### config.mk
export PLATFORM = sky130hd
export DESIGN_NAME = moore_pattern_gen_flat
export DESIGN_NICKNAME = d
export VERILOG_FILES = /design/src/rtl/moore_pattern_gen_if.sv /design/src/rtl/moore_pattern_gen.sv /design/src/flat_wrapper.sv
export SDC_FILE = /design/constraint.sdc
export NUM_CORES = 1
export LEC_CHECK = 0
export ABC_AREA = 1
export CAP_MARGIN = 0
export CORE_MARGIN = 1.5
export CORE_UTILIZATION = 45
export DETAILED_ROUTE_END_ITERATION = 8
export PLACE_DENSITY = 0.76
export REMOVE_ABC_BUFFERS = 1
export SYNTH_ARGS = -nofsm -noshare
export SYNTH_HDL_FRONTEND = slang
export SYNTH_SLANG_ARGS = --single-unit
### constraint.sdc
create_clock -name Clock -period 2 [get_ports Clock]
set_clock_uncertainty 0.2 [all_clocks]
set_input_delay 0.4 -clock Clock [delete_from_list [all_inputs] [get_ports Clock]]
set_output_delay 0.4 -clock Clock [all_outputs]
set_load 0.01 [all_outputs]
### src/rtl/moore_pattern_gen_if.sv
// moore_pattern_gen_if: request and serial-output bundle of the pattern generator
interface moore_pattern_gen_if #(parameter int PW = 8);
    logic          start;
    logic [PW-1:0] pattern;
    logic [2:0]    len;
    logic          w_out;
    logic          busy;
    logic          done;
    logic [1:0]    tt_ht;
    modport master (output start, pattern, len, input w_out, busy, done, tt_ht);
    modport slave  (input start, pattern, len, output w_out, busy, done, tt_ht);
endinterface

### src/rtl/moore_pattern_gen.sv
// moore_pattern_gen: Moore FSM serialising a pattern MSB first, DIV cycles per bit; PATTERN_REPEAT_EN enables frame repeat
module moore_pattern_gen #(
    parameter int DIV = 50000000,
    parameter int PW  = 8
) (
    input logic                 Clock,
    input logic                 Resetn,
    moore_pattern_gen_if.slave  bus
);
    localparam int TW = (DIV > 1) ? $clog2(DIV) : 1;
    localparam logic [1:0] IDLE = 2'b00;
    localparam logic [1:0] SEND = 2'b01;
    localparam logic [1:0] DONE = 2'b10;

    logic [1:0]    state_q, state_d;
    logic [PW-1:0] shift_reg_q, shift_reg_d;
    logic [2:0]    bit_cnt_q, bit_cnt_d;
    logic [TW-1:0] tick_cnt_q, tick_cnt_d;
    logic          tick;
`ifdef PATTERN_REPEAT_EN
    logic [PW-1:0] save_pat_q, save_pat_d;
    logic [2:0]    save_len_q, save_len_d;
`endif

    assign tick = tick_cnt_q == TW'(DIV - 1);

    // Outputs come only from registered state so w_out feeds a Moore detector glitch-free
    assign bus.w_out = (state_q == SEND) & shift_reg_q[PW-1];
    assign bus.busy  = state_q == SEND;
    assign bus.done  = state_q == DONE;
    assign bus.tt_ht = state_q;

    // Next-state: capture in IDLE, hold each bit DIV cycles in SEND, one-cycle DONE
    always_comb begin
        state_d     = state_q;
        shift_reg_d = shift_reg_q;
        bit_cnt_d   = bit_cnt_q;
        tick_cnt_d  = tick_cnt_q;
`ifdef PATTERN_REPEAT_EN
        save_pat_d  = save_pat_q;
        save_len_d  = save_len_q;
`endif
        case (state_q)
            IDLE: if (bus.start) begin
                state_d     = SEND;
                shift_reg_d = bus.pattern;
                bit_cnt_d   = bus.len;
                tick_cnt_d  = '0;
`ifdef PATTERN_REPEAT_EN
                save_pat_d  = bus.pattern;
                save_len_d  = bus.len;
`endif
            end
            SEND: begin
                tick_cnt_d = tick ? '0 : tick_cnt_q + 1'b1;
                if (tick) begin
                    if (bit_cnt_q == 3'd0) state_d = DONE;
                    else begin
                        shift_reg_d = shift_reg_q << 1;
                        bit_cnt_d   = bit_cnt_q - 3'd1;
                    end
                end
            end
            DONE: begin
`ifdef PATTERN_REPEAT_EN
                state_d = bus.start ? SEND : IDLE;
                if (bus.start) begin
                    shift_reg_d = save_pat_q;
                    bit_cnt_d   = save_len_q;
                    tick_cnt_d  = '0;
                end
`else
                state_d = IDLE;
`endif
            end
            default: state_d = IDLE;
        endcase
    end

    // State registers; reset aborts any transfer at once
    always_ff @(posedge Clock or negedge Resetn) begin
        if (!Resetn) begin
            state_q     <= IDLE;
            shift_reg_q <= '0;
            bit_cnt_q   <= '0;
            tick_cnt_q  <= '0;
`ifdef PATTERN_REPEAT_EN
            save_pat_q  <= '0;
            save_len_q  <= '0;
`endif
        end else begin
            state_q     <= state_d;
            shift_reg_q <= shift_reg_d;
            bit_cnt_q   <= bit_cnt_d;
            tick_cnt_q  <= tick_cnt_d;
`ifdef PATTERN_REPEAT_EN
            save_pat_q  <= save_pat_d;
            save_len_q  <= save_len_d;
`endif
        end
    end
endmodule

### src/flat_wrapper.sv
// flat-port wrapper written by rule: the top's interface ports become plain ports
module moore_pattern_gen_flat 
#(
    parameter int DIV = 50000000,
    parameter int PW  = 8
)
  (Clock, Resetn, bus_start, bus_pattern, bus_len, bus_w_out, bus_busy, bus_done, bus_tt_ht);
  moore_pattern_gen_if #(.PW(PW)) bus_i ();
  input logic Clock;
  input logic Resetn;
  input wire logic [$bits(bus_i.start)-1:0] bus_start;
  input wire logic [$bits(bus_i.pattern)-1:0] bus_pattern;
  input wire logic [$bits(bus_i.len)-1:0] bus_len;
  output wire logic [$bits(bus_i.w_out)-1:0] bus_w_out;
  output wire logic [$bits(bus_i.busy)-1:0] bus_busy;
  output wire logic [$bits(bus_i.done)-1:0] bus_done;
  output wire logic [$bits(bus_i.tt_ht)-1:0] bus_tt_ht;
  assign bus_i.start = bus_start;
  assign bus_i.pattern = bus_pattern;
  assign bus_i.len = bus_len;
  assign bus_w_out = bus_i.w_out;
  assign bus_busy = bus_i.busy;
  assign bus_done = bus_i.done;
  assign bus_tt_ht = bus_i.tt_ht;
  moore_pattern_gen #(.DIV(DIV), .PW(PW)) u_core (.Clock(Clock), .Resetn(Resetn), .bus(bus_i));
endmodule
### Word level (Yosys, flattened, before mapping)

Index checks and enable logic that the tools add are counted.

* divide/modulo/power cells: 0
* multipliers: 0
* muxes and demuxes: 15
* shift operators: 0
* bitwise operators: 1
* reductions and logical operators: 6
* equal/unequal tests: 7
* add/sub/neg operators: 2
* $lt $le $gt $ge: 0

Operator list (count)
* two-way mux 26 bit: 2
* case mux 26 bit (2 select lines): 1
* adder 26 x 1 -> 26 bit, second input constant: 1
* equality test 26 bit, second input constant: 1
* two-way mux 8 bit: 3
* case mux 8 bit (2 select lines): 1
* two-way mux 3 bit: 3
* two-way mux 2 bit: 3
* case mux 3 bit (2 select lines): 1
* != test 2 x 1 -> 1 bit, second input constant: 2
* != test 2 bit, second input constant: 2
* case mux 2 bit (2 select lines): 1
* AND reduction 4 bit: 1
* zero test 3 bit: 1
* AND reduction 3 bit: 1
* subtractor 3 x 1 -> 3 bit, second input constant: 1
* equality test 2 x 1 -> 1 bit, second input constant: 1
* equality test 2 bit, second input constant: 1
* zero test 2 bit: 1
* AND reduction 2 bit: 1
* nonzero test 2 bit: 1
* bitwise AND 1 bit: 1

* memories: 0
* ROM bits: 0
* bits in latches: 0
* output and inout bits: 5
* register bits after elaboration: 39
* bits of input ports: 14
* memory bits (writable): 0

### Longest topological paths before layout

* depth after elaboration: 4
* depth in mapped cells: 11
* depth with buffers taken out: 10

### Least setup slack after synthesis

No wires, ideal clock.

* path kind: reg-to-output
* start point: reg u_core.state_q[1] (netlist: u_core.bus.tt_ht[1])
* end point: out bus_w_out
* slack: 377 ps
* cell stages (with the launch flop): 5
* buffers on the path: 1
* arrival: 1023 ps
* path through: dfrtp_1 inv_1 nand2_1 clkbuf_1 nor2_1

* cells in the longest elaborated chain, start to end: 2

RTL lines
* start: declaration: RTL line moore_pattern_gen.sv:15 `logic [1:0] state_q, state_d;`
* start signal: assignment: RTL line moore_pattern_gen.sv:92 `state_q <= state_d;`
* equality test 2 x 1 -> 1 bit: RTL line moore_pattern_gen.sv:28 `assign bus.w_out = (state_q == SEND) & shift_reg_q[PW-1];`
* bitwise AND 1 bit: RTL line moore_pattern_gen.sv:28
* end: declaration: RTL line flat_wrapper.sv:14 `output wire logic [$bits(bus_i.w_out)-1:0] bus_w_out;`

Every way passes these cells.

### Worst setup path in the final report

* start point: reg u_core.state_q[0] (netlist: u_core.bus.tt_ht[0])
* end point: out bus_tt_ht[0]

RTL lines
* end: declaration: RTL line flat_wrapper.sv:17 `output wire logic [$bits(bus_i.tt_ht)-1:0] bus_tt_ht;`

No word-level cell between the ends.

==> results by group <==
Run status
  – Outcome: completed

STA
  – Slew headroom: 62.1%
  – Setup TNS: 0 ns
  – Period utilization: 96.4%
  – Max-slew violation count: 0
  – Fmax: approximately 0.52 GHz
  – Worst slew pin tran: 0.568 ns
  – Final setup violating endpoints: 0
  – Unrepaired setup endpoints after global routing: no
  – Hold Vio Cnt, Final: 0
  – Hold slack: 0.272 ns
  – Min Tclk post-route: 1.93 ns

Setup path
  – Slowest cell on the critical path: clkdlybuf4s50_1
  – WS Path Type: flip-flop to output pin
  – Crit path DAT: between 1 and 1.5 ns
  – Worst setup SP type: flip-flop
  – Slowest stage delay, CP: 0.53 ns
  – CP top delay family: buffers and inverters
  – Worst-path cell chain: buf_4 -> clkdlybuf4s50_1
  – Worst setup EP type: output pin
  – Critical-path maximum fanout: 4
  – Worst Path Buf+Inv: 2
  – Worst Path Required: 1.40 ns

Floorplan
  – Row Count: 26
  – # IOs: 19
  – DIE HEIGHT: 76.2 microns
  – Initial core utilization: 47.0%
  – Die Area: around 5800 sq um
  – Core area: around 5100 sq um
  – Die X: 76.2 microns

Synthesis
  – Fraction of the mapped netlist area in adder cells: 1.56%
  – Synth cell types: 31
  – Yosys warns: 0
  – Synth Area in XOR/XNOR: 4.72%
  – Main combinational cell family by area after synthesis: simple AND/OR/NAND/NOR gates
  – Sequential area share after synthesis: 40.4%
  – Most common cell in the netlist: nand2_1
  – Cells after Synth: 333
  – Area share of the largest cell type after synthesis: 40.4%
  – Commonest cells in the synthesized netlist: nand2_1, nor2_1, dfrtp_1
  – Synth top area cells: dfrtp_1, nand2_1, nor2_1, inv_1, nand3_1
  – Main synth FF type: dfrtp_1
  – Simple-gate share of the synthesized area: around 40%
  – Mux cell area share after synthesis: 0%
  – Compound-Gate Fraction of Synth Area: 4.25%
  – FF+latch count, synth: 39
  – Ys async rst share: 100%
  – Synthesized cell area: approximately 2400 sq um
  – Avg Cell Area, Syn: slightly above 7 sq um
  – Post-synth EDFFs: 0
  – Area leader, netlist: dfrtp_1

Layout
  – Final instance area: around 2900 sq um
  – Layout area overhead: 18.6%
  – Layout cell share with drive strength beyond 1: 13.5%
  – NumNets Final: 378
  – Antenna cells: 0

Drt
  – Routed vias: ~2100
  – DR pass1 iterations: 4
  – Drc violations: 0
  – DR vias/cell: a little under 5
  – Total Routed Length: 5170 microns
  – Antenna viol nets, final: 0
  – WL/cell: approximately 12 microns
  – Number of DRC markers in iteration 0: just under 100

Clocking
  – Inserted Clock Buffers: 5
  – Max clock buf depth: 2
  – Postcts setup bufs: 0
  – CTS clk-pin slew, worst paths: around 0.080 ns
  – CTS sink cnt: 39
  – Clock latency at the later pin of the worst-skew pair: just under 0.3 ns
  – Root buffer cell: clkbuf_8
  – H-tree depth: 2
  – CTS tree: yes

Power
  – Power per standard cell area: 566 nW/um^2
  – Total Power: around 0.0016 W
  – Leakage: 1.44 nW
  – Worst vdd ir: 0.000412 V

Global routing
  – Global-route wire length before repair: roughly 9200 microns
  – GRT Overall Usage: 19.7%
  – Gr ovfl total: 0
  – Antenna violations before repair: 0
  – Largest net degree at the start of global routing: 25
  – Vias in the first global route: 2116

Placed design
  – Routability cong.: 0.900
  – Detail Placement HPWL: roughly 3900 microns
  – Area after DPL: around 2700 sq um
  – PortBufs: 18

Flow run
  – Max-cap violations: 0

Hold path
  – HP Class: flip-flop to flip-flop
flip-flops by register name, summed over array words and instances, names as in the netlist:
signal,cells
u_core.tick_cnt_q,26
u_core.shift_reg_q,8
u_core.bus.tt_ht,2
u_core.bit_cnt_q,3
what timing repair did:
action | 4_1_cts | 5_1_grt
hold endpoints to repair | 21 | 0
hold buffers | 1 | 0
gates resized for setup | 4 | 3
endpoints found under the setup margin | 3 | 5
metal layers:
metal  routed length (microns)  GRT usage, %  part of all wire, %
met5                         0             0                    0
met4                       124          9.63                  2.4
met3                       139          4.19                  2.7
met2                      2490          32.9                   48
met1                      2410          24.2                   47
path summary, 6_finish.rpt:
kind	to	slack [ns]	cells after the start	from
max	bus_tt_ht[0]	0.07	2	u_core.bus.tt_ht[0]
min	u_core.shift_reg_q[0]	0.27	2	u_core.shift_reg_q[0]
max reg2reg	u_core.tick_cnt_q[18]	0.18	10	u_core.tick_cnt_q[1]
min reg2reg	u_core.shift_reg_q[0]	0.27	2	u_core.shift_reg_q[0]
max in group asynchronous	u_core.tick_cnt_q[13]	0.55	3	Resetn
min in group asynchronous	u_core.tick_cnt_q[16]	0.43	2	Resetn
area by class of cell:
cell class | count | area (sq um)
inverter | 40 | 155
clock inverter | 3 | 67.6
fill | 504 | 2280
multi-input combinational | 244 | 1220
timing repair buffer | 31 | 284
clock buffer | 5 | 68.8
tap | 70 | 87.6
sequential | 39 | 976
metrics by stage:
| stage | cells | util [%] | worst slack, ns |
|---|---|---|---|
| 2_1_floorplan | 323 | - | -0.158 |
| 3_3_place_gp | 423 | 52.6 | 0.0514 |
| 3_5_place_dp | 423 | 52.6 | -0.0157 |
| 4_1_cts | 432 | 55.5 | 0.0545 |
| 5_1_grt | 432 | 55.7 | 0.0161 |
| 6_report | 432 | 55.7 | 0.0714 |
cell families (layout without fill, tap and decap cells):
group	after synthesis	count (layout)
flops	39	39
fa+ha+maj	3	3
buf+inv	50	79
simple gates	213	213
xor+xnor	13	13
compound gates	15	15
cell usage in the layout (no fill, tap or decap), types with 2 or more instances in the layout:
| cell | Yosys | final |
|---|---|---|
| a21oi_1 | 2 | 2 |
| buf_4 | 2 | 11 |
| bufinv_16 | 0 | 2 |
| clkbuf_8 | 0 | 5 |
| clkdlybuf4s50_1 | 0 | 14 |
| dfrtp_1 | 39 | 39 |
| dlygate4sd2_1 | 0 | 3 |
| ha_1 | 3 | 3 |
| inv_1 | 38 | 38 |
| nand2_1 | 106 | 105 |
| nand2_2 | 3 | 4 |
| nand2_4 | 2 | 2 |
| nand3_1 | 24 | 24 |
| nand4_1 | 16 | 16 |
| nor2_1 | 40 | 39 |
| nor2_2 | 15 | 16 |
| nor2_4 | 2 | 2 |
| nor3_1 | 3 | 3 |
| o21ai_0 | 5 | 5 |
| o22ai_1 | 3 | 3 |
| xnor2_1 | 2 | 2 |
| xor2_1 | 11 | 11 |
worst min-delay path, cell delays in order (launching register included):
cell and delay [ns]:
dfrtp_1 0.34, nand2_1 0.05, nand2_1 0.05
power breakdown:
group / switching (W) / internal, W / total [W]
sequential: 0 / 0.000788 / 0.000788
clock: 0.000289 / 0.000498 / 0.000786
combinational: 0.0000208 / 0.0000249 / 0.0000457
(Power assumes the default switching activity.)
==> RTL change, RTL diff (same settings) <==
`PW` is set to 8 in 3 places; all go to 16.
--- a/src/rtl/moore_pattern_gen_if.sv
+++ b/src/rtl/moore_pattern_gen_if.sv
@@ -1,5 +1,5 @@
 // moore_pattern_gen_if: request and serial-output bundle of the pattern generator
-interface moore_pattern_gen_if #(parameter int PW = 8);
+interface moore_pattern_gen_if #(parameter int PW = 16);
     logic          start;
     logic [PW-1:0] pattern;
     logic [2:0]    len;
--- a/src/rtl/moore_pattern_gen.sv
+++ b/src/rtl/moore_pattern_gen.sv
@@ -1,7 +1,7 @@
 // moore_pattern_gen: Moore FSM serialising a pattern MSB first, DIV cycles per bit; PATTERN_REPEAT_EN enables frame repeat
 module moore_pattern_gen #(
     parameter int DIV = 50000000,
-    parameter int PW  = 8
+    parameter int PW  = 16
 ) (
     input logic                 Clock,
     input logic                 Resetn,
--- a/src/flat_wrapper.sv
+++ b/src/flat_wrapper.sv
@@ -2,7 +2,7 @@
 module moore_pattern_gen_flat 
 #(
     parameter int DIV = 50000000,
-    parameter int PW  = 8
+    parameter int PW  = 16
 )
   (Clock, Resetn, bus_start, bus_pattern, bus_len, bus_w_out, bus_busy, bus_done, bus_tt_ht);
   moore_pattern_gen_if #(.PW(PW)) bus_i ();
Ports: changed (resized bus_pattern); port bits go from 19 to 27. No check against the original RTL was run, so the function may have changed too.
==> RTL change against the unedited design <==
  * Critical path depth up 8
  * Final cell count up 24%
  * Sequential share of layout area about the same
  * Routed wire length up 31%
  * Area after synthesis up 17%
  * Design area up 21%
  * Setup slack worse by 0.0088 ns
  * Total power up 0.96%
  * Synthesized cell count up 24%
  * Sequential cell count up 8
  * Die area up 17%
  * Count of clock-buffer cells in the layout unchanged
  * Fmax down 0.45%
==> RTL change: results <==
[status]
status = "completed"

[hold_path]
whs_path_depth = 2
min_path_type = "flop to flop"

[global_routing]
grt_pass1_wl_um = 11300
grt_pass1_vias = 2608
grt_max_degree = 48
grt_antenna_before_repair = 0
grt_use_total_pct = 21.8

[worst_setup_path]
cp_slowest_cell = "dfrtp_1"
cpPeakStageDelay_ns = 0.41
r2r_cells = 10
crit_path_max_fanout = 7
arrival_ns = 1.98

[cts]
cts_buffer_depth = 2
cts_buffers = 5
htree_levels = 2
path_clk_slew_ns = 0.10
clk_latency_ns = 0.31
root_buffer = "clkbuf_8"

[placement]
place_area_um2 = 3300
gp_congestion = 0.942
port_buffers = 26
place_hpwl_um = 4850

[route]
drt_iter0_markers = 190
vias_per_cell = 5.19
drt_wl_total_um = 6780
dr.pass1.iters = 4

[finish]
fin_nets = 483
reg_top3 = "u_core.tick_cnt_q (26), u_core.shift_reg_q (16), u_core.bit_cnt_q (3)"
drive_gt1_share_pct = 9.59
antenna_cells = 0
fillCellCount = 567

[yosys]
synthTopCellsByArea = "dfrtp_1, nand2_1, nor2_1"
synthTopCellsByCount = "nand2_1, nor2_1, dfrtp_1, inv_1, nand4_1"
yosys_warnings = 0
ys_seq_area_share_pct = 41.5
synth_top_flop_cell = "dfrtp_1"
netlist.area_leader.share_pct = 41.5
synthArstFlopShare_pct = 100
yosys.cell_types.count = 30

[power_and_ir_drop]
ir_worst_vdd_mv = 0.254
power_leakage_nw = 1.73

[die]
start_util_pct = 47.3

[timing]
slew-limit-headroom_pct = 74.8
-- RTL change: kinds of logic after synthesis --
| kind of cell | Yosys count | share of synthesized area [%] |
|---|---|---|
| AOI/OAI and AO/OA | 19 | 4.06 |
| xor gates and xnor gates | 10 | 3.09 |
| buffers and inverters | 54 | 7.82 |
| and+or+nand+nor | 280 | 42.2 |
| DFF | 47 | 41.5 |
| adders and majority gates | 3 | 1.33 |
-- RTL change: final cells by class --
| type | instances | area, µm² | share of cell area [%] |
|---|---|---|---|
| Timing Repair Buffer | 48 | 464 | 13.4 |
| Multi-Input combinational cell | 313 | 1450 | 42.1 |
| Timing Repair inverter | 1 | 7.51 | 0.217 |
| Tap cell | 75 | 93.8 | 2.72 |
| Inverter | 42 | 160 | 4.64 |
| Clock buffer | 5 | 68.8 | 1.99 |
| Sequential cell | 47 | 1180 | 34.1 |
| Clock inverter | 3 | 27.5 | 0.797 |
-- RTL change: repair_timing --
item | in CTS | in global routing
gates resized for setup | 6 | 3
gates cloned | 0 | 2
hold buffers | 1 | 0
endpoints found under the setup margin | 12 | 30
setup buffers | 1 | 1
hold endpoints to repair | 47 | 0
-- RTL change: final timing paths --
| kind | slack [ns] | startpoint | end |
|---|---|---|---|
| max reg2reg | 0.06 | u_core.tick_cnt_q[1] | u_core.tick_cnt_q[22] |
| max | 0.06 | u_core.tick_cnt_q[1] | u_core.tick_cnt_q[22] |
| min reg2reg | 0.28 | u_core.shift_reg_q[14] | u_core.shift_reg_q[14] |
| max in group asynchronous | 0.98 | Resetn | u_core.bus.tt_ht[0] |
| min | 0.28 | u_core.shift_reg_q[14] | u_core.shift_reg_q[14] |
| min in group asynchronous | 0.39 | Resetn | u_core.tick_cnt_q[1] |
-- RTL change: per-stage QoR --
stage          worst slack (ns)  cells
2_1_floorplan            -0.288    401
3_3_place_gp             0.0170    521
3_5_place_dp            -0.0439    521
4_1_cts                 0.00116    531
5_1_grt                 -0.0414    534
6_report                 0.0626    534
-- RTL change: where the power goes --
part | leakage, nW | switching (mW) | total, mW | internal (mW)
Combinational | 1.12 | 0.0242 | 0.0651 | 0.0409
Clock | 0.0467 | 0.361 | 0.621 | 0.260
Sequential | 0.563 | 0 | 0.949 | 0.949
Total | 1.73 | 0.385 | 1.64 | 1.25
-- RTL change: layer usage --
layer / routed length, µm / track usage (%) / vias up / share of wire [%]
met5: 0 / 0 / - / 0
met1: 3070 / 27.4 / 1288 / 45
met3: 361 / 2.97 / 10 / 5.3
li1: - / - / 1395 / -
met4: 93 / 8.31 / 0 / 1.4
met2: 3260 / 37.8 / 80 / 48
-- RTL change: critical path: cells and delay by family (launching register included) --
| family | cells | cell delay, ns |
|---|---|---|
| and+or+nand+nor | 7 | 0.76 |
| adders and majority gates | 1 | 0.20 |
| DFF | 1 | 0.41 |
| buffers and inverters | 2 | 0.30 |
